[src/rtl/cd_global_xbar8x4.sv]
// rtl/cd_global_xbar8x4.sv - 8x4 request / 4x8 reply combinational crossbar with per-output arbitration
// Optional round-robin arbitration: define CD_XBAR_RR_EN (default fixed priority, lowest index wins).
module cd_global_xbar8x4 #(
    parameter int DATA_W = 64
) (
    input  logic                clk,
    input  logic                reset,
    input  logic [7:0]          in_si,
    output logic [7:0]          in_ri,
    input  logic [8*DATA_W-1:0] in_di,
    output logic [3:0]          llc_so,
    input  logic [3:0]          llc_ro,
    output logic [4*DATA_W-1:0] llc_do,
    input  logic [3:0]          llc_si_r,
    output logic [3:0]          llc_ri_r,
    input  logic [4*DATA_W-1:0] llc_di_r,
    output logic [7:0]          out_so,
    input  logic [7:0]          out_ro,
    output logic [8*DATA_W-1:0] out_do
);
    localparam int NI = 8;
    localparam int NL = 4;

    function automatic logic [1:0] req_tgt(input logic [DATA_W-1:0] f);
        return {f[36], f[41]};
    endfunction

    function automatic logic [2:0] rep_tgt(input logic [DATA_W-1:0] f);
        return {f[36], f[41], f[32]};
    endfunction

    // Pointers hold the highest-priority index; tied to zero they give fixed priority.
    logic [2:0] req_ptr [NL];
    logic [1:0] rep_ptr [NI];
    logic [2:0] req_win [NL];
    logic [1:0] rep_win [NI];

    always_comb begin
        logic [2:0] idx;
        logic       hit;
        llc_so = '0;
        llc_do = '0;
        in_ri  = '0;
        for (int k = 0; k < NL; k++) begin
            req_win[k] = '0;
            hit        = 1'b0;
            // Walk priority order backwards so the last match is the highest priority one.
            for (int off = NI - 1; off >= 0; off--) begin
                idx = req_ptr[k] + 3'(off);
                if (in_si[idx] && req_tgt(in_di[idx*DATA_W +: DATA_W]) == 2'(k)) begin
                    req_win[k] = idx;
                    hit        = 1'b1;
                end
            end
            if (hit && llc_ro[k]) begin
                llc_so[k]                    = 1'b1;
                in_ri[req_win[k]]            = 1'b1;
                llc_do[k*DATA_W +: DATA_W]   = in_di[req_win[k]*DATA_W +: DATA_W];
            end
        end
    end

    always_comb begin
        logic [1:0] idx;
        logic       hit;
        out_so   = '0;
        out_do   = '0;
        llc_ri_r = '0;
        for (int o = 0; o < NI; o++) begin
            rep_win[o] = '0;
            hit        = 1'b0;
            for (int off = NL - 1; off >= 0; off--) begin
                idx = rep_ptr[o] + 2'(off);
                if (llc_si_r[idx] && rep_tgt(llc_di_r[idx*DATA_W +: DATA_W]) == 3'(o)) begin
                    rep_win[o] = idx;
                    hit        = 1'b1;
                end
            end
            if (hit && out_ro[o]) begin
                out_so[o]                  = 1'b1;
                llc_ri_r[rep_win[o]]       = 1'b1;
                out_do[o*DATA_W +: DATA_W] = llc_di_r[rep_win[o]*DATA_W +: DATA_W];
            end
        end
    end

`ifdef CD_XBAR_RR_EN
    always_ff @(posedge clk or negedge reset) begin
        if (!reset) begin
            for (int k = 0; k < NL; k++) req_ptr[k] <= '0;
            for (int o = 0; o < NI; o++) rep_ptr[o] <= '0;
        end else begin
            for (int k = 0; k < NL; k++)
                if (llc_so[k]) req_ptr[k] <= req_win[k] + 3'd1;
            for (int o = 0; o < NI; o++)
                if (out_so[o]) rep_ptr[o] <= rep_win[o] + 2'd1;
        end
    end
`else
    logic unused_clk_reset;
    assign unused_clk_reset = clk ^ reset;

    always_comb begin
        for (int k = 0; k < NL; k++) req_ptr[k] = '0;
        for (int o = 0; o < NI; o++) rep_ptr[o] = '0;
    end
`endif

endmodule

[config.mk]
export PLATFORM = sky130hd
export DESIGN_NAME = cd_global_xbar8x4
export DESIGN_NICKNAME = d
export VERILOG_FILES = /design/src/rtl/cd_global_xbar8x4.sv
export SDC_FILE = /design/constraint.sdc
export NUM_CORES = 2
export LEC_CHECK = 0
export ABC_CLOCK_PERIOD_IN_PS = 4450
export CAP_MARGIN = 20
export CORE_AREA = 3 3 621 623
export DETAILED_ROUTE_END_ITERATION = 10
export DIE_AREA = 0 0 624 626
export PLACE_DENSITY_LB_ADDON = 0.15
export SYNTH_ARGS = -nofsm -noshare
export SYNTH_HDL_FRONTEND = slang
export SYNTH_SLANG_ARGS = --single-unit
[constraint.sdc]
create_clock -name vclk -period 4.45
set_clock_uncertainty 0.05 [all_clocks]
set_input_delay 1.335 -clock vclk [all_inputs]
set_output_delay 1.335 -clock vclk [all_outputs]
set_load 0.02 [all_outputs]
==> metrics.md <==
| Metric | Value |
|---|---|
| CP arrival | `3700 ps` |
| Die X-Extent | `624 um` |
| Grt ovf | `0` |
| Util after Layout | `22.12%` |
| Drt drc | `0` |
| Most frequent cells in the layout | `1651 x buf_4, 763 x clkdlybuf4s50_1, 671 x o21ai_0` |
| Grt peak-use layer | `met2` |
| Mean area per synthesized cell | `5.786 um^2` |
| Final slew viol count | `0` |
| Synthesized instance count | `5500` |
| First-pass GRT wire length | `611000 um` |
| Critical Path Sink | `llc_do[99]` |
| RSZ-0062 raised after global routing | `true` |
| Met2 usage | `41.04%` |
| Max Cap Viol | `0` |
| Leak | `0.03362 uW` |
| DP Cell Count | `13048` |
| Setup violators final | `758` |
| Fill count | `42203` |
| Number of DRC markers in iteration 0 | `6512` |
| Minimum clock period | `5088 ps` |
| HP Class | `input port to output pin` |
| WL per Instance | `35.23 um` |
| Port bufs | `1568` |
| Sequential Area | `0 um^2` |
| Initial antenna violation count | `88` |
| Leading cell type in the layout, fill and taps excluded | `buf_4` |
| Final Hold Fails | `0` |
| Final HPWL DP | `369300 um` |
| Status | `finished, violations left` |
| FF+latch count | `0` |
| Critical path class | `input port to output pin` |
| Layout area overhead | `165.2%` |
| Via count | `64542` |
| Final wirelength | `480500 um` |
| RD Place Congestion | `0.9377` |
| Ports | `1586` |
| Post-Place Worst Slack | `-1947 ps` |
| Failing checks | `negative setup slack` |
| Slew HR | `41.95%` |
| Post-route cell area | `84390 um^2` |
| Core Rows | `227` |
| Critical Path End Type | `output pin` |
| Maximum clock rate | `196.6 MHz` |
| Chip height | `626 um` |
| Initial core utilization | `8.343%` |
| Largest net degree at the start of global routing | `48` |
| Worst ir drop on vdd | `0.00006803 V` |
| Avg Vias per Cell | `4.732` |
| Post-route ant nets | `0` |
| Core area | `381400 um^2` |
| Share of layout cells above drive strength 1 | `44.79%` |
| Period utilization | `114.3%` |
| Met3 usage | `3.474%` |
| Final setup margin | `-637.7 ps` |
| Met1 GRT Util | `24.62%` |
| Critical path launch point type | `input port` |
| Mapped cell area | `31820 um^2` |
| Tightest Pin Transition | `863.6 ps` |
| Req. time, crit path | `3060 ps` |
| Net total in the final layout | `9347` |
| CLK BUF | `0` |
| Die Area | `390600 um^2` |
| Total Routing Usage GR | `22.61%` |
| Cell Area, Placed | `70550 um^2` |
| Vias in the first global route | `62983` |
| Crit path launch | `in_di[420]` |
| Yosys warns | `0` |
| Yosys cell types | `71` |
| Register area share after synthesis | `0%` |
| PwrDens | `154.1 nW/um^2` |
| Hold-fix buffers, CTS | `0` |
| TritonRoute pass-1 iters | `5` |
| Finished Layout Cells | `13639` |
| CP max FO | `7` |
per-layer routing:
layer  share of wire (%)  up-vias  wire, um
met5               0.082        -       393
met4                 8.3       60     39970
met3                 6.6     1004     31860
met2                  50     4049    238400
met1                  35    32229    169900
li1                    -    27200         -
through the flow:
| stage | hold WS [ps] | TNS, ps | total power, uW |
|---|---|---|---|
| final | 3212 | -282750 | 13000 |
| after floorplan | 2770 | -2173 | 3806 |
| after global routing | 3234 | -321850 | 13370 |
| after global placement | 3535 | -943910 | 10550 |
| after CTS | 3213 | -318080 | 11880 |
| after detailed placement | 3541 | -928750 | 10510 |
worst min-delay path by stage:
| stage | depth (start not counted) | slack, ps | from | endpoint |
|---|---|---|---|---|
| global placement | 5 | 3530 | llc_di_r[11] | out_do[267] |
| global route | 4 | 3230 | llc_di_r[32] | llc_ri_r[0] |
| floorplan | 1 | 2770 | out_ro[5] | out_do[352] |
| CTS | 4 | 3210 | llc_di_r[32] | llc_ri_r[0] |
| detailed placement | 4 | 3540 | llc_di_r[39] | out_do[295] |
| finish | 4 | 3210 | llc_di_r[32] | llc_ri_r[0] |
power by group:
| part | internal, uW | switching, uW | leakage, uW |
|---|---|---|---|
| combinational | 5960 | 7040 | 0.0336 |
| sequential | 0 | 0 | 0 |
| clock | 0.00154 | 0 | 0.000000318 |
| total | 5960 | 7040 | 0.0336 |
cell usage after synthesis (25+ instances only):
library cell | instances | area (um^2)
a21oi_1 | 252 | 1261
and2_1 | 70 | 437.9
a311o_1 | 63 | 630.6
nor3_1 | 259 | 1296
nand2_1 | 659 | 2474
inv_1 | 25 | 93.84
and3_1 | 129 | 807.0
mux2i_1 | 366 | 3664
a311oi_1 | 62 | 543.0
a211oi_1 | 61 | 457.9
buf_4 | 34 | 255.2
nand3_1 | 26 | 130.1
clkbuf_1 | 552 | 2072
o22a_1 | 63 | 551.8
o21a_1 | 68 | 510.5
buf_1 | 91 | 341.6
mux4_2 | 62 | 1396
o211ai_1 | 127 | 953.4
nor2_1 | 530 | 1989
nor4_1 | 63 | 394.1
o22ai_1 | 742 | 4642
buf_2 | 111 | 555.5
o221ai_1 | 127 | 1112
o21ai_0 | 811 | 4059
layout make-up:
| cell class | instances | area, um^2 | share of cell area [%] |
|---|---|---|---|
| well taps | 5038 | 6304 | 7.469 |
| multi-input cells | 4694 | 34370 | 40.72 |
| diodes | 50 | 125.1 | 0.1483 |
| inverters | 25 | 95.09 | 0.1127 |
| repair buffers | 3832 | 43500 | 51.55 |
kinds of logic (layout without fill, tap and decap cells):
logic type | Yosys count | in the layout | synth area share, %
other cells | 1 | 66 | 0.01178
compound gates | 2424 | 2424 | 47.64
simple gates | 1826 | 1826 | 25.76
mux | 428 | 428 | 15.90
buf+inv | 821 | 3857 | 10.69
worst max-delay path, stage by stage:
cell and delay (ps):
buf_12 120, nand3b_1 230, a21boi_4 230, a31oi_4 230, buf_12 190, buf_16 160
buf_8 130, nor2_2 40, a311o_1 350, a21oi_4 380, buf_12 160, buf_12 100
repair_timing:
action | 4_1_cts | 5_1_grt
setup endpoints to repair | 776 | 765
hold endpoints to repair | 0 | 0
cloned | 55 | 35
pin swaps | 244 | 298
resized for setup | 1868 | 1112
buffers inserted | 259 | 257
(Power assumes the default switching activity.)
